File: src/rtl/fifo_uart_tx.sv
// fifo_uart_tx
// ------------
// Read-side consumer for the 8-bit synchronous byte FIFO. Whenever the FIFO
// reports data, one byte is popped through the read port and sent on a UART
// line as 8N1 (PARITY_EN=0) or 8E1 (PARITY_EN=1), LSB first.
//
// Parameters:
//   CLKS_PER_BIT  clock cycles per UART bit period (2..65535)
//   PARITY_EN     1 inserts an even-parity bit between data bit 7 and stop
//
// Ports:
//   clk         system clock, rising edge
//   rst         synchronous, active-high reset
//   fifo_empty  FIFO empty flag
//   fifo_re     FIFO read strobe, registered one-cycle pulse per byte
//   fifo_dout   FIFO read data, only looked at in the capture cycle
//   txd         serial line, idles at mark (1)
//   busy        high whenever the controller is not idle
//   tx_done     one-cycle pulse in the final clock of each stop bit
module fifo_uart_tx #(
    parameter int CLKS_PER_BIT = 16,
    parameter int PARITY_EN    = 0
) (
    input  logic       clk,
    input  logic       rst,
    input  logic       fifo_empty,
    output logic       fifo_re,
    input  logic [7:0] fifo_dout,
    output logic       txd,
    output logic       busy,
    output logic       tx_done
);

    localparam int BAUD_W = (CLKS_PER_BIT > 1) ? $clog2(CLKS_PER_BIT) : 1;
    localparam logic [BAUD_W-1:0] BAUD_LAST    = BAUD_W'(CLKS_PER_BIT - 1);
    localparam logic [BAUD_W-1:0] BAUD_PRELAST = BAUD_W'(CLKS_PER_BIT - 2);

    typedef enum logic [2:0] {
        IDLE,
        REQ,
        CAP,
        START,
        DATA,
        PAR,
        STOP
    } state_t;

    state_t            state, state_nx;
    logic [BAUD_W-1:0] baud_cnt, baud_cnt_nx;
    logic [2:0]        bit_cnt, bit_cnt_nx;
    logic [7:0]        shreg, shreg_nx;
    logic              par_bit, par_bit_nx;
    logic              txd_nx;
    logic              fifo_re_nx;
    logic              tx_done_nx;
    logic              baud_tick;

    assign baud_tick = (baud_cnt == BAUD_LAST);
    assign busy      = (state != IDLE);

    // State and output register. Every output except busy is registered so
    // the TX pin and the FIFO strobe are glitch-free; reset returns the line
    // to mark and drops any partially sent byte.
    always_ff @(posedge clk) begin
        if (rst) begin
            state    <= IDLE;
            txd      <= 1'b1;
            fifo_re  <= 1'b0;
            tx_done  <= 1'b0;
            baud_cnt <= '0;
            bit_cnt  <= '0;
            shreg    <= '0;
            par_bit  <= 1'b0;
        end else begin
            state    <= state_nx;
            txd      <= txd_nx;
            fifo_re  <= fifo_re_nx;
            tx_done  <= tx_done_nx;
            baud_cnt <= baud_cnt_nx;
            bit_cnt  <= bit_cnt_nx;
            shreg    <= shreg_nx;
            par_bit  <= par_bit_nx;
        end
    end

    // Next-state logic. The baud counter restarts at zero on every bit
    // boundary, so each bit lasts exactly CLKS_PER_BIT cycles. txd is
    // computed one cycle ahead: at a DATA boundary the next bit is shreg[1]
    // because the register shifts on that same edge. tx_done is raised one
    // count early so the registered pulse lands in the last stop-bit clock.
    always_comb begin
        state_nx    = state;
        txd_nx      = txd;
        fifo_re_nx  = 1'b0;
        tx_done_nx  = 1'b0;
        baud_cnt_nx = baud_cnt;
        bit_cnt_nx  = bit_cnt;
        shreg_nx    = shreg;
        par_bit_nx  = par_bit;

        case (state)
            IDLE: begin
                txd_nx      = 1'b1;
                baud_cnt_nx = '0;
                if (!fifo_empty) begin
                    fifo_re_nx = 1'b1;
                    state_nx   = REQ;
                end
            end

            REQ: begin
                state_nx = CAP;
            end

            CAP: begin
                shreg_nx    = fifo_dout;
                par_bit_nx  = ^fifo_dout;
                txd_nx      = 1'b0;
                baud_cnt_nx = '0;
                state_nx    = START;
            end

            START: begin
                if (baud_tick) begin
                    baud_cnt_nx = '0;
                    bit_cnt_nx  = '0;
                    txd_nx      = shreg[0];
                    state_nx    = DATA;
                end else begin
                    baud_cnt_nx = baud_cnt + BAUD_W'(1);
                end
            end

            DATA: begin
                if (baud_tick) begin
                    baud_cnt_nx = '0;
                    shreg_nx    = shreg >> 1;
                    bit_cnt_nx  = bit_cnt + 3'd1;
                    if (bit_cnt == 3'd7) begin
                        if (PARITY_EN != 0) begin
                            txd_nx   = par_bit;
                            state_nx = PAR;
                        end else begin
                            txd_nx   = 1'b1;
                            state_nx = STOP;
                        end
                    end else begin
                        txd_nx = shreg[1];
                    end
                end else begin
                    baud_cnt_nx = baud_cnt + BAUD_W'(1);
                end
            end

            PAR: begin
                if (baud_tick) begin
                    baud_cnt_nx = '0;
                    txd_nx      = 1'b1;
                    state_nx    = STOP;
                end else begin
                    baud_cnt_nx = baud_cnt + BAUD_W'(1);
                end
            end

            STOP: begin
                txd_nx     = 1'b1;
                tx_done_nx = (baud_cnt == BAUD_PRELAST);
                if (baud_tick) begin
                    baud_cnt_nx = '0;
                    state_nx    = IDLE;
                end else begin
                    baud_cnt_nx = baud_cnt + BAUD_W'(1);
                end
            end

            default: begin
                txd_nx   = 1'b1;
                state_nx = IDLE;
            end
        endcase
    end

endmodule

File: config.mk
export PLATFORM = sky130hd
export DESIGN_NAME = fifo_uart_tx
export DESIGN_NICKNAME = d
export VERILOG_FILES = /design/src/rtl/fifo_uart_tx.sv
export SDC_FILE = /design/constraint.sdc
export NUM_CORES = 1
export LEC_CHECK = 0
export CORE_AREA = 10 10 62 64
export CTS_CLUSTER_DIAMETER = 30
export DETAILED_ROUTE_END_ITERATION = 12
export DIE_AREA = 0 0 72 74
export GPL_TIMING_DRIVEN = 0
export PLACE_DENSITY = 0.72
export SLEW_MARGIN = 20
export SYNTH_ARGS = -nofsm -noshare
export SYNTH_HDL_FRONTEND = slang
export SYNTH_SLANG_ARGS = --single-unit
File: constraint.sdc
create_clock -name clk -period 1.8 [get_ports clk]
set_clock_uncertainty 0.2 [all_clocks]
set_input_delay 0.36 -clock clk [delete_from_list [all_inputs] [get_ports clk]]
set_output_delay 0.36 -clock clk [all_outputs]
set_load 0.005 [all_outputs]
==> impl_metrics.ini <==
[timing]
worst_slack_ns = -0.0107
fin_hold_ws_ns = 0.291
rsz0062_at_grt = true
tightestPinTransition_ns = 0.632
fin_tns_setup_ns = -0.0107
slew_viol_final = 0
slew_headroom = 0.579
finalCriticalPeriod_ns = 1.81
finalHoldViolCount = 0
setup_viol = 1
clock.fmax_mhz = 552
fin_crit_sh = 1.01

[setup_path]
cp-startpoint = state[0]$_SDFFE_PP0P_
rr_startpoint = baud_cnt[0]$_SDFFE_PP0P_
worst-path-max-fanout = 2
path_buf_inv = 2
crit_path_top_delay_cell = or3_4
crit_top_cell = buf_6
required_ns = 1.24
crit_chain = buf_6 -> or3_4 -> buf_6
crit_type = reg2out
cp-start-kind = flip-flop
cp_data_arrival_time_ns = 1.25
critPathMaxStageDelay_ns = 0.37
crit_path_end_kind = output port
critPathTopFamily = simple AND/OR/NAND/NOR gates

[synthesis]
synth.net_count = 164
syn_area_um2 = 1240
async_flop_share = 0
synthTopCellsByArea = dfxtp_1 34%, nor2_1 4.5%, a21oi_1 4.0%
synthFlopType = dfxtp_1
yosys.area.top_type = dfxtp_1
synth-edff-count = 0
yosysSeqAreaShare = 0.338
ys_seq_elements = 21
ys.warnings.count = 0
synth_area_per_cell_um2 = 8.36
yosysUniqueCellTypes = 45
syn_inst = 149
synth_top_area_share = 0.338
synth_commonest_cells = 21 x dfxtp_1, 15 x nor2_1, 10 x a21oi_1, 10 x o21ai_0, 8 x nand2_1
yosysMostFrequentCell = dfxtp_1

[placement]
hpwl_um = 2320
gp_congestion = 0.891
dp_cells = 194
io_buffer_count = 14

[floorplanning]
dieHeight_um = 74
dieArea_um2 = 5330
io_pins = 15
rows = 19
die_x_um = 72
core_um2 = 2660
initial_core_util = 0.468

[global_routing]
grt_pass1_vias = 1145
grt_max_degree = 12
grt-ovfl-total = 0
grt_usage = 0.120
grt_pass1_wl_um = 5290
antenna_found_initial = 0

[clock_tree]
cts_root_buf = clkbuf_4
cts_buffers = 3
numClockSinks = 21
cts_tree = built
clk_pin_slew_ns = 0.12
clk-insertion-delay-late_ns = 0.31
clock_path_buffers = 2
ctsHtreeMaxLevel = 1

[run]
cap_violations = 0

[power]
p_leak_nw = 0.581
power_density_nw_per_um2 = 635
max-vdd-ir-drop_uv = 445

[finish]
fin_cells = 206
syn_to_final_growth_pct = 27.6
fin_nets = 191
drive_above_1_share = 0.257
n_fill_cell = 239
antenna_cells = 0

[detailed_routing]
dr.pass1.iters = 4
vias = 1259
via_per_inst = 6.11
drc_errors = 0
ant_nets = 0
detail_route.wl_per_cell_um = 16.1
wl_um = 3320
drt_iter0_markers = 63

[status]
violations = setup timing
status = finished, violations left

[min_path]
hp-start = txd$_SDFFE_PP1P_
hold_class = reg2reg
==> cells by family after synthesis <==
logic type / after synthesis / share of synthesized area
simple gates: 64 / 0.314
fa+ha+maj: 4 / 0.0402
buf+inv: 15 / 0.0613
flops: 21 / 0.338
mux: 1 / 0.00804
compound gates: 44 / 0.239
==> flip-flops by register name (all words and copies together), names as in the netlist <==
signal / cells
shreg: 8
tx_done: 1
fifo_re: 1
baud_cnt: 4
state: 3
txd: 1
bit_cnt: 3
==> repair_timing <==
| action | in CTS | in global routing |
|---|---|---|
| hold buffers | 0 | 0 |
| endpoints found under the hold margin | 0 | 0 |
| setup endpoints to repair | 10 | 10 |
| pin swaps | 1 | 0 |
| resized for setup | 17 | 9 |
| setup buffers | 5 | 4 |
==> through the flow <==
step / utilization / setup WS [ns] / area, µm² / power [mW]
3_3_place_gp: 0.535 / -0.192 / 1420 / 0.725
6_report: 0.597 / -0.0107 / 1590 / 1.01
3_5_place_dp: 0.535 / -0.231 / 1420 / 0.729
2_1_floorplan: - / 0.0531 / 1240 / 0.654
5_1_grt: 0.597 / -0.0322 / 1590 / 1.05
4_1_cts: 0.570 / -0.0135 / 1520 / 0.990
==> final timing paths <==
kind,endpoint,slack (ns),cells past startpoint
worst max-delay path,busy,-0.01,3
worst min register to register,txd$_SDFFE_PP1P_,0.29,2
worst min-delay path,txd$_SDFFE_PP1P_,0.29,2
worst max register to register,shreg[0]$_SDFFE_PP0P_,0.06,5
==> placed cells by master, fill, tap and decap left out, types with 3 or more instances in the layout <==
cell,synthesis,routed
a21oi_1,10,10
dfxtp_2,0,3
buf_4,3,11
ha_1,4,3
nand2_1,8,8
dfxtp_4,0,3
a31oi_1,4,4
clkbuf_4,0,3
nand4_1,3,3
nor2_1,15,15
buf_2,7,5
nor2b_1,3,3
dfxtp_1,21,15
nor3_2,5,5
nor3_1,4,4
clkdlybuf4s50_1,0,13
nor3b_1,3,3
o22ai_2,0,4
o211ai_1,3,3
buf_6,0,3
nand3_1,6,6
o21ai_0,10,10
==> area by class of cell <==
type / instances / area (µm²) / area share
multi-input cells: 113 / 798 / 0.502
flip-flops and latches: 21 / 435 / 0.274
repair buffers: 23 / 209 / 0.131
plain buffers: 11 / 70.1 / 0.0441
well taps: 31 / 38.8 / 0.0244
clock buffers: 4 / 26.3 / 0.0165
inverters: 3 / 11.3 / 0.00709
==> routing by layer <==
layer,up-vias,wire [µm],track usage
met5,-,0,0
met1,605,1400,0.135
met3,9,214,0.0306
met4,0,72,0.0516
li1,609,-,-
met2,36,1640,0.212
==> power breakdown <==
group | total [mW] | internal [mW] | switching [mW]
Clock | 0.237 | 0.0866 | 0.150
Sequential | 0.513 | 0.491 | 0.0220
Combinational | 0.258 | 0.131 | 0.127
==> worst reg2reg max path, cell delays in order (launching register included) <==
cell and delay, ns:
dfxtp_4 0.40, ha_4 0.20, nand4_4 0.17, or3_4 0.41, o22ai_1 0.20, nor3_2 0.05
Note: power is estimated with default switching activity, not from simulation.
==> patch 1, RTL diff (same settings) <==
`shreg` no longer has a reset.
--- a/src/rtl/fifo_uart_tx.sv
+++ b/src/rtl/fifo_uart_tx.sv
@@ -69,7 +69,6 @@
             tx_done  <= 1'b0;
             baud_cnt <= '0;
             bit_cnt  <= '0;
-            shreg    <= '0;
             par_bit  <= 1'b0;
         end else begin
             state    <= state_nx;
@@ -78,9 +77,12 @@
             tx_done  <= tx_done_nx;
             baud_cnt <= baud_cnt_nx;
             bit_cnt  <= bit_cnt_nx;
-            shreg    <= shreg_nx;
             par_bit  <= par_bit_nx;
         end
+    end
+
+    always_ff @(posedge clk) begin
+        shreg <= shreg_nx;
     end
 
     // Next-state logic. The baud counter restarts at zero on every bit
Behaviour: same outputs for any inputs over 10 cycles, from zero or initial values and one cycle with rst high; that may be too few to reach the edited logic, so the function may still have changed.
==> patch 1 against the original RTL <==
  * Cell area down 6.1%
  * Final cell count fell by 17%
  * Sequential cell count is the same
  * Area after synthesis shrank 7.6%
  * Power decreased by 9.6%
  * Global-route usage down 1.8 points
  * Largest cell class unchanged
  * Setup slack better by 40 ps
  * Highest routed layer unchanged
  * Routed wire length fell by 18%
  * Critical path depth shrank 1
==> patch 1: results (changes against the original RTL) <==
status finished clean; critical path's slowest cell dfxtp_4; clock buffer depth 2 (unchanged); M2 GR Usage 16.8% (-4.4 points); Total GRT Usage 10.2% (-1.8 points); slowest stage delay, CP 390 ps (+20 ps); vias in the first global route 973 (-15%); Post-Syn Nets 130 (-21%); Setup WS pre-CTS -252 ps (-21.1 ps); Area contributors post-synth dfxtp_1 (23%), edfxtp_1 (21%), mux2_2 (6.9%); Slew headroom 69.3% (+11 points); Pleak 0.000550 uW (-5.4%); Worst Hold Endpoint bit_cnt[1]; hold path cells 2 (unchanged); Synth Flop Type dfxtp_1; reg2reg start bit_cnt[0]; FF-to-FF End txd; Seq/Total Area, Yosys 43.5% (+9.8 points); HPWL Detailed 1.73 mm (-25%); first-pass GRT wire length 4.42 mm (-16%); GR Util met3 2.93% (-0.13 points); WL final 2.71 mm (-18%); DRT Pass-1 Iters 5 (+1); Max IR drop VDD 0.000358 V (-20%); Root Buffer clkbuf_4; FF-to-FF path depth 5 (unchanged); fillers 246 (+2.9%); post-detailed-route wirelength per cell 15.8 um (-2.2%); Mapped Avg Cell Area 10.0 sq um (+20%); Top delay family on crit path flip-flops; post-layout min period 1770 ps (-39.6 ps); Layout area overhead 29.8%; critical path fanouts, max 7 (+5); dpl cell area 0.00133 sq mm (-6.5%); Initial DRC Count 100 (+59%); share of layout cells above drive strength 1 29.8% (+4.1 points); Crit path arrival time 1210 ps (-40 ps); Netlist cell types 42 (-6.7%); Worst Min Path Start bit_cnt[1]; DR vias/cell 5.73 (-6.2%); grt ovf 0 (unchanged); Final Wtd Congestion 0.864 (-3.1%); EDFF count, synth 8 (+8); nets@finish 157 (-18%); Post-synth top cells dfxtp_1 (13), nor2_1 (9), edfxtp_1 (8), o21ai_0 (8), mux2_2 (7); met1 Usage GRT 11.8% (-1.7 points)
==> patch 1: metrics by stage <==
stage | hold WS (ps) | power, uW
floorplan | 238 | 604
global placement | 322 | 654
detailed placement | 337 | 658
CTS | 360 | 920
global route | 378 | 955
finish | 352 | 911
==> patch 1: metal layers <==
| layer | wire [um] | up-vias |
|---|---|---|
| met5 | 0 | - |
| met3 | 138 | 7 |
| met2 | 1370 | 23 |
| met1 | 1160 | 471 |
| met4 | 51 | 0 |
| li1 | - | 485 |
==> patch 1: logic make-up after synthesis <==
| kind of cell | synth area share [%] |
|---|---|
| simple gates | 19.9 |
| compound gates | 18.1 |
| flops | 43.5 |
| buf+inv | 4.79 |
| mux | 8.60 |
| fa+ha+maj | 4.35 |
| xor+xnor | 0.762 |
==> patch 1: worst max-delay path by stage <==
stage | end | cells after the start | start
floorplan | shreg[0] | 5 | baud_cnt[0]
detailed placement | shreg[5] | 5 | baud_cnt[0]
finish | busy | 2 | state[0]
global placement | busy | 4 | state[1]
CTS | busy | 4 | state[1]
global route | busy | 2 | state[0]
==> patch 1: timing repair <==
item | 4_1_cts | 5_1_grt
setup endpoints to repair | 19 | 11
pin swaps | 4 | 3
resized for setup | 22 | 4
buffers inserted | 7 | 5
==> patch 1: worst reg2reg max path, stage by stage (launching register included) <==
cell and delay (ps):
dfxtp_1 370, ha_1 210, ha_1 210, nor4_1 250, o21ai_0 110, a221o_1 300
==> patch 1: report_power, final <==
| group | internal, uW | total, uW | leakage, uW | switching, uW |
|---|---|---|---|---|
| clock | 86.7 | 236 | 0.0000150 | 149 |
| sequential | 511 | 524 | 0.000182 | 12.3 |
| combinational | 85.3 | 152 | 0.000353 | 66.6 |
| total | 683 | 911 | 0.000550 | 228 |
==> patch 1: area by class of cell <==
type / instances / share of cell area [%]
multi-input combinational: 84 / 41.7
sequential: 21 / 34.5
timing repair buffer: 26 / 17.2
tap: 31 / 2.60
clock buffer: 4 / 1.76
buffer: 4 / 1.68
inverter: 2 / 0.503
==> patch 2, RTL diff (same flow settings) <==
Without the edit above. The parameter `CLKS_PER_BIT` goes from 16 to 32.
--- a/src/rtl/fifo_uart_tx.sv
+++ b/src/rtl/fifo_uart_tx.sv
@@ -18,7 +18,7 @@
 //   busy        high whenever the controller is not idle
 //   tx_done     one-cycle pulse in the final clock of each stop bit
 module fifo_uart_tx #(
-    parameter int CLKS_PER_BIT = 16,
+    parameter int CLKS_PER_BIT = 32,
     parameter int PARITY_EN    = 0
 ) (
     input  logic       clk,
Check against the original RTL: same outputs for any inputs over 10 cycles, from zero or initial values and one cycle with rst high; that may be too few to reach the edited logic, so the function may still have changed.
==> patch 2 against the original RTL <==
  * The flow still finishes with violations (setup timing)
  * Sequential cell count is 1 higher
  * Synthesized cell count decreased by 3.4%
  * Setup slack worse by 130 ps
  * Cell area up 9.4%
  * Clock power rose by 19%
  * Global-route usage decreased by 0.24 points
  * Routed wire length down 1.8%
  * Power grew 14%
  * Area after synthesis increased by 1.0%
  * Largest cell class unchanged
==> patch 2: results (changes against the original RTL) <==
status complete, but fails checks; failing checks setup timing; critical path fanouts, max 10 (+8); FF-to-FF End state[1]; Final Wtd Congestion 0.776 (-13%); Area contributors post-synth dfxtp_1 (35%), nor2_1 (6.3%), ha_1 (6.0%); M2 GR Usage 20.3% (-0.88 points); GR Util met3 2.53% (-0.53 points); # setup viols final 14 (+13); Final WS setup -140 ps (-130 ps); Total GRT Usage 11.8% (-0.24 points); dpl cell area 0.00148 sq mm (+3.6%); met1 Usage GRT 13.8% (+0.33 points); Slew headroom 58.6% (+0.71 points); Setup WS pre-CTS -290 ps (-59.2 ps); largest net degree at the start of global routing 13 (+1); Crit path arrival time 1380 ps (+130 ps); Top Registers shreg x8, baud_cnt x5; met1 wire length 1.40 mm (+0.21%); Pleak 0.000646 uW (+11%); DR vias/cell 5.69 (-6.9%); vias in the first global route 1170 (+2.2%); HPWL Detailed 2.03 mm (-12%); Initial DRC Count 151 (+140%); Worst R2R Setup Slack -130 ps (-190 ps); reg2reg start baud_cnt[1]; FF-to-FF path depth 7 (+2); WL met2 1.69 mm (+3.2%)
## patch 2: layout make-up
type                            count  area share, %
Multi-Input combinational cell    109           49.0
Timing Repair Buffer               30           15.1
Tap cell                           31           2.23
Inverter                            3          0.648
Sequential cell                    22           26.0
Clock buffer                        4           2.09
Buffer                              9           4.90
## patch 2: worst max path at each step
stage / startpoint / endpoint / slack (ps) / depth (start not counted)
6_report: state[1] / busy / -140 / 4
4_1_cts: baud_cnt[0] / shreg[5] / -150 / 8
5_1_grt: state[2] / busy / -220 / 3
2_1_floorplan: baud_cnt[1] / state[1] / -130 / 8
3_3_place_gp: baud_cnt[0] / state[1] / -260 / 7
3_5_place_dp: baud_cnt[0] / shreg[5] / -290 / 9
## patch 2: repair_timing
item	CTS	global route
endpoints found under the setup margin	15	18
gates resized for setup	20	17
pin swaps	7	13
setup buffers	13	3
## patch 2: cells by family after synthesis
logic type,count (synthesis),synth area share (%)
xor gates and xnor gates,2,1.39
buffers and inverters,13,7.66
muxes,2,1.69
and+or+nand+nor,64,26.7
adders and majority gates,6,5.97
DFF,22,35.0
AOI/OAI and AO/OA,35,21.6
## patch 2: where the power goes
| group | switching, uW | internal (uW) | leakage, uW |
|---|---|---|---|
| Clock | 158 | 123 | 0.0000210 |
| Combinational | 159 | 166 | 0.000444 |
| Sequential | 26.2 | 522 | 0.000181 |
## patch 2: critical path, cell delays in order (launching register included)
cell	delay (ps)
dfxtp_2	360
buf_6	130
buf_6	130
or3_1	320
buf_2	140
## patch 2: metrics by stage
| step | std cells | hold slack, ps | utilization, % |
|---|---|---|---|
| CTS | 205 | 278 | 62.0 |
| finish | 208 | 276 | 65.3 |
| global placement | 189 | 243 | 55.4 |
| detailed placement | 189 | 261 | 55.4 |
| floorplan | 144 | 236 | - |
| global route | 208 | 299 | 65.3 |
